`config.mk`:
```
export PLATFORM = sky130hd
export DESIGN_NAME = divisor_arbiter_flat
export DESIGN_NICKNAME = d
export VERILOG_FILES = /design/src/rtl/divisor_pkg.sv /design/src/rtl/divisor_arbiter_if.sv /design/src/rtl/divisor_rr_picker.sv /design/src/rtl/divisor_arbiter.sv /design/src/flat_wrapper.sv
export SDC_FILE = /design/constraint.sdc
export NUM_CORES = 1
export LEC_CHECK = 0
export ABC_AREA = 0
export BUFFER_PORTS_ARGS = -buffer_cell sky130_fd_sc_hd__buf_2
export CORE_AREA = 2 2 183 185
export CTS_CLUSTER_SIZE = 30
export DETAILED_ROUTE_END_ITERATION = 12
export DIE_AREA = 0 0 185 187
export SYNTH_ARGS = -nofsm -noshare
export SYNTH_HDL_FRONTEND = slang
export SYNTH_SLANG_ARGS = --single-unit
```
`constraint.sdc`:
```
create_clock -name clk -period 3.6 [get_ports clk]
set_clock_uncertainty 0.1 [all_clocks]
set_input_delay 0.18 -clock clk [delete_from_list [all_inputs] [get_ports clk]]
set_output_delay 0.18 -clock clk [all_outputs]
set_load 0.01 [all_outputs]
```
`src/rtl/divisor_pkg.sv`:
```
// Shared types and constants for the divider-sharing arbiter.
// The state enum and the divide-by-zero quotient live here so every block agrees on them.
package divisor_pkg;

  localparam int DEF_SIZE  = 32;
  localparam int DEF_N_REQ = 4;

  typedef enum logic [2:0] {
    IDLE,
    LAUNCH,
    WAIT,
    ZERO,
    RESP
  } div_arb_state_t;

  // Quotient reported when a requester divides by zero.
  localparam logic [DEF_SIZE-1:0] DZ_COC = '1;

endpackage

```
`src/rtl/divisor_arbiter_if.sv`:
```
// Requester-side and divider-side signals of the divider arbiter.
// The arbiter uses the slave view; the requesters/divider environment uses the master view.
interface divisor_arbiter_if
  import divisor_pkg::*;
#(
  parameter int SIZE  = DEF_SIZE,
  parameter int N_REQ = DEF_N_REQ
);

  logic [N_REQ-1:0]      req;
  logic [N_REQ*SIZE-1:0] req_num;
  logic [N_REQ*SIZE-1:0] req_den;
  logic [N_REQ-1:0]      gnt;
  logic [N_REQ-1:0]      valid;
  logic [SIZE-1:0]       coc;
  logic [SIZE-1:0]       res;
  logic                  dz;
  logic                  busy;

  logic                  div_start;
  logic [SIZE-1:0]       div_num;
  logic [SIZE-1:0]       div_den;
  logic [SIZE-1:0]       div_coc;
  logic [SIZE-1:0]       div_res;
  logic                  div_done;

  modport slave (
    input  req, req_num, req_den, div_coc, div_res, div_done,
    output gnt, valid, coc, res, dz, busy, div_start, div_num, div_den
  );

  modport master (
    output req, req_num, req_den, div_coc, div_res, div_done,
    input  gnt, valid, coc, res, dz, busy, div_start, div_num, div_den
  );

endinterface

```
`src/rtl/divisor_rr_picker.sv`:
```
// Combinational round-robin picker: first set request at or after ptr, wrapping.
// Rotates the request vector so ptr lands on bit 0, priority-encodes, then rotates the index back.
module divisor_rr_picker
  import divisor_pkg::*;
#(
  parameter  int N_REQ = DEF_N_REQ,
  localparam int IDX_W = (N_REQ > 1) ? $clog2(N_REQ) : 1
) (
  input  logic [N_REQ-1:0] req,
  input  logic [IDX_W-1:0] ptr,
  output logic             any,
  output logic [IDX_W-1:0] winner
);

  logic [N_REQ-1:0] rot;
  int               first;

  // NOTE: every variable gets a default before any branch, so no path can infer a latch.
  always_comb begin
    rot    = '0;
    first  = 0;
    any    = |req;
    for (int i = 0; i < N_REQ; i++) begin
      rot[i] = req[IDX_W'((i + int'(ptr)) % N_REQ)];
    end
    for (int i = N_REQ - 1; i >= 0; i--) begin
      if (rot[i]) first = i;
    end
    winner = IDX_W'((first + int'(ptr)) % N_REQ);
  end

endmodule

```
`src/rtl/divisor_arbiter.sv`:
```
// Shares one multicycle signed divider between N_REQ requesters with round-robin grant.
// Division by zero is answered locally (quotient all ones, remainder = dividend) without starting the divider.
module divisor_arbiter
  import divisor_pkg::*;
#(
  parameter int SIZE  = DEF_SIZE,
  parameter int N_REQ = DEF_N_REQ
) (
  input logic              clk,
  input logic              rstn,
  divisor_arbiter_if.slave bus
);

  localparam int IDX_W = (N_REQ > 1) ? $clog2(N_REQ) : 1;

  div_arb_state_t   state, state_nx;
  logic [IDX_W-1:0] ptr, owner, winner;
  logic             any;
  logic [SIZE-1:0]  num_q, den_q, coc_q, res_q;
  logic             dz_q, done_q, done_rise;
  logic [N_REQ-1:0] owner_oh;
  logic [SIZE-1:0]  num_slice [N_REQ];
  logic [SIZE-1:0]  den_slice [N_REQ];

  for (genvar g = 0; g < N_REQ; g++) begin : g_slice
    assign num_slice[g] = bus.req_num[g*SIZE +: SIZE];
    assign den_slice[g] = bus.req_den[g*SIZE +: SIZE];
  end

  divisor_rr_picker #(.N_REQ(N_REQ)) u_picker (
    .req    (bus.req),
    .ptr    (ptr),
    .any    (any),
    .winner (winner)
  );

  // Only a fresh rise completes a job, so a level left high by the previous job is ignored.
  assign done_rise = bus.div_done & ~done_q;
  assign owner_oh  = N_REQ'(1) << owner;

  // NOTE: sequential state uses non-blocking assignments so every register sees pre-edge values.
  always_ff @(posedge clk or negedge rstn) begin
    if (!rstn) state <= IDLE;
    else       state <= state_nx;
  end

  always_comb begin
    state_nx = state;
    case (state)
      IDLE:    if (any) state_nx = (den_slice[winner] != '0) ? LAUNCH : ZERO;
      LAUNCH:  state_nx = WAIT;
      WAIT:    if (done_rise) state_nx = RESP;
      ZERO:    state_nx = RESP;
      RESP:    state_nx = IDLE;
      default: state_nx = IDLE;
    endcase
  end

  always_comb begin
    bus.gnt       = '0;
    bus.valid     = '0;
    bus.div_start = 1'b0;
    case (state)
      LAUNCH: begin
        bus.gnt       = owner_oh;
        bus.div_start = 1'b1;
      end
      ZERO:    bus.gnt   = owner_oh;
      RESP:    bus.valid = owner_oh;
      default: ;
    endcase
  end

  always_ff @(posedge clk or negedge rstn) begin
    if (!rstn) begin
      ptr    <= '0;
      owner  <= '0;
      num_q  <= '0;
      den_q  <= '0;
      coc_q  <= '0;
      res_q  <= '0;
      dz_q   <= 1'b0;
      done_q <= 1'b0;
    end else begin
      done_q <= bus.div_done;
      case (state)
        IDLE: begin
          if (any) begin
            owner <= winner;
            num_q <= num_slice[winner];
            den_q <= den_slice[winner];
          end
        end
        WAIT: begin
          if (done_rise) begin
            coc_q <= bus.div_coc;
            res_q <= bus.div_res;
            dz_q  <= 1'b0;
          end
        end
        ZERO: begin
          coc_q <= {SIZE{&DZ_COC}};
          res_q <= num_q;
          dz_q  <= 1'b1;
        end
        RESP: ptr <= (int'(owner) == N_REQ - 1) ? '0 : owner + 1'b1;
        default: ;
      endcase
    end
  end

  assign bus.busy    = (state != IDLE);
  assign bus.coc     = coc_q;
  assign bus.res     = res_q;
  assign bus.dz      = dz_q;
  assign bus.div_num = num_q;
  assign bus.div_den = den_q;

endmodule

```
`src/flat_wrapper.sv`:
```
// flat-port wrapper written by rule: the top's interface ports become plain ports
module divisor_arbiter_flat import divisor_pkg::*;
#(
  parameter int SIZE  = DEF_SIZE,
  parameter int N_REQ = DEF_N_REQ
)
  (clk, rstn, bus_req, bus_req_num, bus_req_den, bus_div_coc, bus_div_res, bus_div_done, bus_gnt, bus_valid, bus_coc, bus_res, bus_dz, bus_busy, bus_div_start, bus_div_num, bus_div_den);
  divisor_arbiter_if #(.SIZE(SIZE), .N_REQ(N_REQ)) bus_i ();
  input logic clk;
  input logic rstn;
  input wire logic [$bits(bus_i.req)-1:0] bus_req;
  input wire logic [$bits(bus_i.req_num)-1:0] bus_req_num;
  input wire logic [$bits(bus_i.req_den)-1:0] bus_req_den;
  input wire logic [$bits(bus_i.div_coc)-1:0] bus_div_coc;
  input wire logic [$bits(bus_i.div_res)-1:0] bus_div_res;
  input wire logic [$bits(bus_i.div_done)-1:0] bus_div_done;
  output wire logic [$bits(bus_i.gnt)-1:0] bus_gnt;
  output wire logic [$bits(bus_i.valid)-1:0] bus_valid;
  output wire logic [$bits(bus_i.coc)-1:0] bus_coc;
  output wire logic [$bits(bus_i.res)-1:0] bus_res;
  output wire logic [$bits(bus_i.dz)-1:0] bus_dz;
  output wire logic [$bits(bus_i.busy)-1:0] bus_busy;
  output wire logic [$bits(bus_i.div_start)-1:0] bus_div_start;
  output wire logic [$bits(bus_i.div_num)-1:0] bus_div_num;
  output wire logic [$bits(bus_i.div_den)-1:0] bus_div_den;
  assign bus_i.req = bus_req;
  assign bus_i.req_num = bus_req_num;
  assign bus_i.req_den = bus_req_den;
  assign bus_i.div_coc = bus_div_coc;
  assign bus_i.div_res = bus_div_res;
  assign bus_i.div_done = bus_div_done;
  assign bus_gnt = bus_i.gnt;
  assign bus_valid = bus_i.valid;
  assign bus_coc = bus_i.coc;
  assign bus_res = bus_i.res;
  assign bus_dz = bus_i.dz;
  assign bus_busy = bus_i.busy;
  assign bus_div_start = bus_i.div_start;
  assign bus_div_num = bus_i.div_num;
  assign bus_div_den = bus_i.div_den;
  divisor_arbiter #(.SIZE(SIZE), .N_REQ(N_REQ)) u_core (.clk(clk), .rstn(rstn), .bus(bus_i));
endmodule
```
==> out/metrics.yaml, run 1 <==
synth.avg_cell_area_um2: 12.5
critPathKind: "register to register"
seq_area_frac_synth_pct: 46.6
path_max_fanout: 14
rsz0062_at_grt: "false"
antenna_found_initial: 6
synthXorXnorAreaFrac_pct: 0.238
cp_data_required_time_ps: 3850
cts-htree-levels: 4
worstMarginPinSlew_ps: 725
first_pass_iters: 4
ioPinCount: 466
synth_top_family_by_area: "multiplexers"
pwr_density_cell_mw_per_mm2: 971
hp-class: "input pin to register"
synthCells: 587
finalNetCount: 1450
dpl_cell_area_mm2: 0.0103
cp-start-kind: "register"
die_h_um: 187
synth-edff-count: 0
slowest_delay_ps: 490
core_mm2: 0.0329
fill_cells: 3308
syn_nets: 919
drt_wl_total_um: 29800
gp_congestion: 0.943
yosysWarnings: 0
drive_gt1_share_pct: 57.7
status: "completed"
cp.arrival_ps: 3560
cp_slowest_cell: "mux4_2"
fin_crit_sh_pct: 92.0
muxShareOfSynthArea_pct: 34.4
first_global_vias: 7577
io_buffers: 465
r2r_start: "u_core.ptr[0]"
hold_start: "bus_req_num[125]"
fin_util_pct: 35.2
layout_common_cells: "buf_2 (464), dfrtp_1 (137), nand2_1 (71)"
ys_seq_elements: 137
clock-sinks: 137
layout_min_cycle_time_ps: 3310
synth_compound_gate_area_share_pct: 5.86
multi_input_comb_area_mm2: 0.00378
finalInstanceArea_mm2: 0.0116
clock_latency_ps: 420
final_common_cell: "buf_2"
dp_slack_ps: -237
async_flop_share_pct: 100
synth_area_mm2: 0.00736
clockBufferDepth: 2
finalPower_mw: 11.2
initial_core_util_pct: 22.4
dieWidth_um: 185
synthAdderAreaFrac_pct: 0.850
yosys.area_share.simple_pct: 9.26
synth_cell_types: 33
crit_buf_inv: 2
final_antenna_net_count: 0
slew_violations: 0
die_area_mm2: 0.0346
fin_ws_ps: 286
via_count: 7127
leakage_nw: 5.68
max_freq_mhz: 302
hpwl_um: 23100
tritoncts: "built"
rows: 67
maxCapViolations: 0
cp-startpoint: "u_core.ptr[0]"
cp_cell_sequence: "nor2b_1, a221o_1, o21ai_0, o221ai_1, ha_4, xnor2_1, xnor2_4, buf_12, mux4_2, nor4_1, buf_4, nand3_1, o22ai_2"
drcViolationCount: 0
ys.flop_type: "dfrtp_1"
final-hold-violation-count: 0
vias_per_cell: 4.52
critical_path.top_delay_family: "compound AO/OA/AOI/OAI gates"
grt_max_degree: 73
setup_viol: 0
track_usage_pct: 17.2
maxSlewHeadroom_pct: 51.5
gr-total-overflow: 0
grt_pass1_wl_um: 44000
drt_iter0_markers: 363
regArea_mm2: 0.00343
wl_per_cell_um: 18.9
cts.reportedPaths.clkPinSlew_ps: 60
cts_inserted_buffers: 17
root_buffer: "clkbuf_16"
critPathCaptureType: "register"
syn_to_final_growth_pct: 57.1
peakVddDrop_mv: 0.428
==> stage by stage <==
step           std cells  hold slack [ps]  TNS [ps]
6_report            1577             95.5         0
2_1_floorplan        587             -216         0
3_3_place_gp        1478              120     -4350
3_5_place_dp        1478              128     -5300
5_1_grt             1577             69.3         0
4_1_cts             1572             60.5         0
==> what timing repair did <==
item / CTS / global route
endpoints found under the setup margin: 40 / 8
pin swaps: 0 / 1
gates resized for setup: 1 / 0
endpoints found under the hold margin: 130 / 0
hold buffers: 66 / 0
setup buffers: 0 / 3
==> sequential cells by signal, summed over array words and instances, names as in the netlist <==
signal / flops
u_core.bus.coc: 32
u_core.bus.div_den: 32
u_core.bus.div_num: 32
u_core.bus.res: 32
u_core.state: 3
u_core.owner: 2
u_core.ptr: 2
u_core.bus.dz: 1
u_core.done_q: 1
==> worst reg2reg max path: stages (launching register included) <==
cell and delay (ps):
dfrtp_1 420, nor2b_1 170, a221o_1 300, o21ai_0 80, o221ai_1 180, ha_4 200
xnor2_1 360, xnor2_4 180, buf_12 170, mux4_2 510, nor4_1 230, buf_4 180
nand3_1 80, o22ai_2 100
==> cell usage after synthesis (4+ instances only) <==
library cell | count | area, um2
nor2_1 | 37 | 139
mux4_2 | 65 | 1460
mux2i_1 | 34 | 340
nand2_1 | 72 | 270
nand4_1 | 4 | 25.0
and2_1 | 8 | 50.1
nor4_1 | 20 | 125
ha_1 | 5 | 62.6
clkbuf_1 | 26 | 97.6
buf_1 | 7 | 26.3
buf_2 | 7 | 35.0
o21ai_0 | 69 | 345
mux2_2 | 65 | 732
dfrtp_1 | 137 | 3430
inv_1 | 5 | 18.8
==> layer usage <==
layer	wire length (um)	vias up	GRT usage, %
met4	1240	4	8.58
met3	2100	58	4.81
met2	14800	354	29.2
li1	-	3260	-
met1	11700	3451	19.6
met5	24	-	0
==> cell type report <==
| type | instances | share of cell area [%] |
|---|---|---|
| inverter | 5 | 0.162 |
| antenna | 2 | 0.0433 |
| sequential | 137 | 29.7 |
| multi-input combinational | 402 | 32.7 |
| clock buffer | 25 | 4.29 |
| clock inverter | 3 | 0.563 |
| timing repair buffer | 555 | 27.8 |
| tap | 448 | 4.85 |
==> worst paths after layout <==
check / to / slack (ps) / depth (start not counted)
min in group asynchronous: u_core.bus.div_num[10] / 240 / 2
hold reg to reg: u_core.bus.res[11] / 370 / 2
hold / removal: u_core.bus.div_num[29] / 100 / 3
setup reg to reg: u_core.state[1] / 290 / 13
setup / recovery: u_core.state[1] / 290 / 13
max in group asynchronous: u_core.bus.coc[21] / 2270 / 3
==> where the power goes <==
group / internal, mW / switching [mW] / leakage, nW
Clock: 1.08 / 0.664 / 0.275
Combinational: 3.43 / 3.15 / 3.76
Sequential: 2.36 / 0.541 / 1.65
==> cells by family (layout without fill, tap and decap cells) <==
group / count (synthesis) / count (layout)
AND/OR/NAND/NOR: 152 / 152
flip-flops: 137 / 137
buffers and inverters: 48 / 588
AO/OA/AOI/OAI: 79 / 79
XOR/XNOR: 2 / 2
multiplexers: 164 / 164
adder cells (fa/ha/maj): 5 / 5
other: 0 / 2
Power figures use the tool's default switching activity.
==> run 2, diff against run 1 <==
--- a/config.mk
+++ b/config.mk
@@ -11,6 +11,7 @@
 export CTS_CLUSTER_SIZE = 30
 export DETAILED_ROUTE_END_ITERATION = 12
 export DIE_AREA = 0 0 185 187
+export RECOVER_POWER = 100
 export SYNTH_ARGS = -nofsm -noshare
 export SYNTH_HDL_FRONTEND = slang
 export SYNTH_SLANG_ARGS = --single-unit
==> run 2 against run 1 <==
  * The run now ends with max-capacitance violations, max-slew violations left
  * Design area fell by 1.7%
  * Largest power group unchanged
  * First-iteration DRC count is 3.0% lower
  * Critical path type unchanged
  * Fmax fell by 2.3%
==> out/metrics.yaml, run 2 (synthesized netlist as in run 1, its figures left out) <==
status: "complete, but fails checks"
violations: "max-capacitance violations, max-slew violations"
path_max_fanout: 15
cp.arrival_ps: 3600
rrSetupSlack_ps: 210
cp-start-kind: "register"
worstMarginPinSlew_ps: 1880
layout_min_cycle_time_ps: 3390
cp_data_required_time_ps: 3810
drt_iter0_markers: 352
rows: 67
gr-total-overflow: 0
grt_pass1_wl_um: 44000
core_mm2: 0.0329
finalNetCount: 1450
die_area_mm2: 0.0346
initial_core_util_pct: 22.4
clock-sinks: 137
cp_cell_sequence: "nor2b_1, a221o_1, o21ai_0, o221ai_1, ha_4, xnor2_1, xnor2_4, buf_12, buf_2, mux4_2, mux2_2"
drcViolationCount: 0
peakVddDrop_mv: 0.468
whs_ps: 96.0
fin_ws_ps: 208
clockBufferDepth: 2
tritoncts: "built"
via_count: 7136
first_global_vias: 7577
layout_common_cells: "buf_2 (331), clkbuf_1 (140), dfrtp_1 (137)"
cts-htree-levels: 4
drt_wl_total_um: 29800
antenna_found_initial: 6
die_h_um: 187
final_common_cell: "buf_2"
finalSetupTns_ps: 0
max_freq_mhz: 295
leakage_nw: 5.25
critical_path.top_delay_family: "multiplexers"
rsz0062_at_grt: "false"
slowest_delay_ps: 450
use_met3_pct: 4.81
hp-class: "input pin to register"
gr-max-usage-layer: "met2"
gp_congestion: 0.943
ioPinCount: 466
finalInstanceArea_mm2: 0.0114
critPathKind: "register to register"
use_met1_pct: 19.6
clock_latency_ps: 430
syn_to_final_growth_pct: 54.3
cts_inserted_buffers: 17
drive_gt1_share_pct: 45.5
cts.reportedPaths.clkPinSlew_ps: 60
dp_cells: 1478
fin_cells: 1577
critPathCaptureType: "register"
dpl_cell_area_mm2: 0.0103
setup_viol: 0
crit_buf_inv: 2
grt_max_degree: 73
maxSlewHeadroom_pct: -25.5
hpwl_um: 23100
vias_per_cell: 4.53
dp_slack_ps: -237
wl_per_cell_um: 18.9
slew_violations: 151
root_buffer: "clkbuf_16"
first_pass_iters: 5
io_buffers: 465
pwr_density_cell_mw_per_mm2: 970
grt_use_met2_pct: 29.2
final_antenna_net_count: 0
maxCapViolations: 3
track_usage_pct: 17.2
cp_slowest_cell: "buf_2"
final-hold-violation-count: 0
fin_crit_sh_pct: 94.2
dieWidth_um: 185
==> run 2: changes by cell type in the layout (fill, tap and decap cells not counted) <==
cell      before  now
clkbuf_1       4  140
buf_2        464  331
buf_4         21   13
and2_0         0    6
and2_1         8    2
clkbuf_4       0    5
clkbuf_2       0    2
buf_12         3    2
buf_6          1    0
or3b_1         0    1
or3b_4         1    0
==> run 2: worst paths after layout <==
check                                          to  depth (start not counted)               start
hold / removal             u_core.bus.div_num[29]                          3    bus_req_num[125]
min in group asynchronous  u_core.bus.div_num[10]                          2                rstn
setup / recovery            u_core.bus.div_num[6]                         11       u_core.ptr[0]
max in group asynchronous  u_core.bus.div_den[31]                          3                rstn
setup reg to reg            u_core.bus.div_num[6]                         11       u_core.ptr[0]
hold reg to reg                u_core.bus.res[11]                          2  u_core.bus.res[11]
==> run 2: per-stage QoR <==
step / utilization (%) / total power, mW
after floorplan: - / 7.13
after global placement: 31.3 / 9.27
after detailed placement: 31.3 / 9.43
after CTS: 35.1 / 11.3
after global routing: 34.6 / 11.8
final: 34.6 / 11.0
==> run 2: where the power goes <==
part | internal [mW] | switching [mW]
Clock | 1.08 | 0.664
Sequential | 2.36 | 0.561
Combinational | 3.20 | 3.16
Total | 6.63 | 4.38
==> run 2: cell type report <==
class | count | area [um2]
fill | 3382 | 21500
multi-input combinational | 402 | 3770
sequential | 137 | 3430
timing repair buffer | 555 | 3010
tap | 448 | 561
clock buffer | 25 | 495
clock inverter | 3 | 65.1
inverter | 5 | 18.8
antenna | 2 | 5.00
==> run 2: layer usage <==
| layer | up-vias | routed length (um) |
|---|---|---|
| met3 | 56 | 2120 |
| met5 | - | 20 |
| met2 | 340 | 14700 |
| met1 | 3485 | 11700 |
| met4 | 4 | 1280 |
| li1 | 3251 | - |
==> run 2: timing repair <==
action,in CTS,in global routing
endpoints found under the hold margin,130,0
pin swaps,0,1
hold buffers,66,0
gates resized for setup,1,0
endpoints found under the setup margin,40,8
setup buffers,0,3
==> run 2: worst register-to-register path: stages (launching register included) <==
cell	delay, ps
dfrtp_1	420
nor2b_1	170
a221o_1	300
o21ai_0	80
o221ai_1	180
ha_4	200
xnor2_1	360
xnor2_4	180
buf_12	170
buf_2	470
mux4_2	390
mux2_2	270
==> run 3, diff against run 2 <==
==> constraint.sdc (replaced) <==
create_clock -name clk -period 3.6 [get_ports clk]
set_clock_uncertainty 0.1 [all_clocks]
set_input_delay 0.72 -clock clk [delete_from_list [all_inputs] [get_ports clk]]
set_output_delay 0.72 -clock clk [all_outputs]
set_load 0.01 [all_outputs]
==> run 3 against run 2 <==
  * The flow still finishes with violations (max-capacitance violations, max-slew violations)
  * Core utilization is 2.0 points lower
  * Die area unchanged
  * Setup slack better by 91 ps
  * Flip-flop and latch count did not move
  * Critical path depth up 2
==> out/metrics.yaml, run 3 (synthesized netlist as in run 1, its figures left out) <==
track_usage_pct: 16.8
maxSlewHeadroom_pct: -38.5
layout_common_cells: "buf_2 (333), clkbuf_1 (143), dfrtp_1 (137)"
root_buffer: "clkbuf_16"
fin_crit_sh_pct: 91.7
gp_congestion: 0.915
drive_gt1_share_pct: 48.2
rows: 67
pwr-share-seq_pct: 27.0
clockBufferDepth: 2
grt_max_degree: 77
layout_min_cycle_time_ps: 3300
die_h_um: 187
final-hold-violation-count: 0
final_antenna_net_count: 0
wl_per_cell_um: 19.3
critical_path.top_delay_family: "compound AO/OA/AOI/OAI gates"
final_common_cell: "buf_2"
cts_inserted_buffers: 17
drt_wl_total_um: 29300
peakVddDrop_mv: 0.642
violations: "max-capacitance violations, max-slew violations"
cts-htree-levels: 4
clock-sinks: 137
crit_buf_inv: 2
drt_iter0_markers: 258
path_max_fanout: 20
vias_per_cell: 4.55
cts.reportedPaths.clkPinSlew_ps: 60
critPathCaptureType: "register"
dpl_cell_area_mm2: 0.0104
critPathKind: "register to register"
hp-class: "input pin to register"
rsz0062_at_grt: "false"
setup_viol: 0
ioPinCount: 466
cts.repair.resized: 0
first_pass_iters: 4
maxCapViolations: 2
via_count: 6895
clock_latency_ps: 430
core_mm2: 0.0329
cp_slowest_cell: "mux4_2"
p_int_mw: 6.46
cp-start-kind: "register"
comb_power_share_pct: 57.3
cp.arrival_ps: 3550
cp_cell_sequence: "nor2b_1, a221o_1, o21ai_0, o221ai_1, ha_4, xnor2_1, xnor2_2, buf_12, mux4_2, nor4_1, buf_4, nand3_1, o22ai_2"
finalInstanceArea_mm2: 0.0107
regArea_mm2: 0.00343
syn_to_final_growth_pct: 45.2
initial_core_util_pct: 22.4
die_area_mm2: 0.0346
cts_hold_buf: 0
p_switching_mw: 4.34
antenna_found_initial: 7
hpwl_um: 23500
pwr_density_cell_mw_per_mm2: 1010
postCtsSetupBuffers: 0
first_global_vias: 7031
finalNetCount: 1385
status: "complete, but fails checks"
cp_data_required_time_ps: 3850
multi_input_comb_area_mm2: 0.00376
slowest_delay_ps: 510
leakage_nw: 4.97
fill_cells: 3483
clkPwrFrac_pct: 15.7
tritoncts: "built"
p_sw_share_pct: 40.2
dieWidth_um: 185
grt_pass1_wl_um: 42600
io_buffers: 465
drcViolationCount: 0
worstMarginPinSlew_ps: 2080
gr-total-overflow: 0
slew_violations: 96
max_freq_mhz: 303
fin_util_pct: 32.5
run 3: cell types whose count changed in the layout (fill, tap and decap cells not counted), moves of 3 or more:
cell	previous run	this run
clkinvlp_4	0	3
dlygate4sd3_1	66	0
clkbuf_1	140	143
buf_4	13	10
run 3: metal layers:
| layer | part of all wire [%] | GRT usage (%) | vias up |
|---|---|---|---|
| met1 | 39 | 19.9 | 3336 |
| met2 | 49 | 28.3 | 363 |
| met3 | 7.6 | 4.34 | 65 |
| met5 | 0.082 | 0 | - |
| met4 | 3.5 | 7.72 | 4 |
| li1 | - | - | 3127 |
run 3: cell type report:
type	count	area share (%)
diodes	2	0.0468
clock buffers	24	4.60
clock inverters	7	0.632
inverters	5	0.176
multi-input cells	402	35.2
flip-flops and latches	137	32.1
well taps	448	5.24
repair buffers	490	22.0
run 3: stage by stage:
step	setup slack, ps	hold WS, ps	std cells	setup TNS [ps]	total power, mW
floorplan	138	324	587	0	7.14
global placement	-17.1	359	1482	-197	9.45
detailed placement	-71.2	365	1482	-111	9.56
CTS	280	228	1513	0	11.3
global route	102	283	1515	0	11.6
finish	299	313	1515	0	10.8
run 3: final timing paths:
path                              startpoint                  to  slack, ps  depth (start not counted)
max reg2reg                    u_core.ptr[0]     u_core.state[1]        300                         13
min reg2reg                u_core.bus.coc[1]   u_core.bus.coc[1]        370                          2
min in group asynchronous               rstn  u_core.bus.res[11]        750                          1
max in group asynchronous               rstn  u_core.bus.res[27]       1170                          2
min                             bus_div_done       u_core.done_q        310                          1
max                            u_core.ptr[0]     u_core.state[1]        300                         13
run 3: worst register-to-register path: cells and delay by family, from the launching register on:
| kind | cells | cell delay (ps) |
|---|---|---|
| adders and majority gates | 1 | 210 |
| AOI/OAI and AO/OA | 4 | 680 |
| muxes | 1 | 520 |
| and+or+nand+nor | 3 | 520 |
| DFF | 1 | 420 |
| xor gates and xnor gates | 2 | 410 |
| buffers and inverters | 2 | 380 |
run 3: power groups by stage:
stage                     Combinational (mW)  Clock (mW)  Sequential [mW]
final                                   6.19        1.69             2.92
after CTS                               6.64        1.76             2.90
after global placement                  6.55           0             2.90
after global routing                    6.75        1.82             3.01
after detailed placement                6.64           0             2.91
after floorplan                         4.00           0             3.13
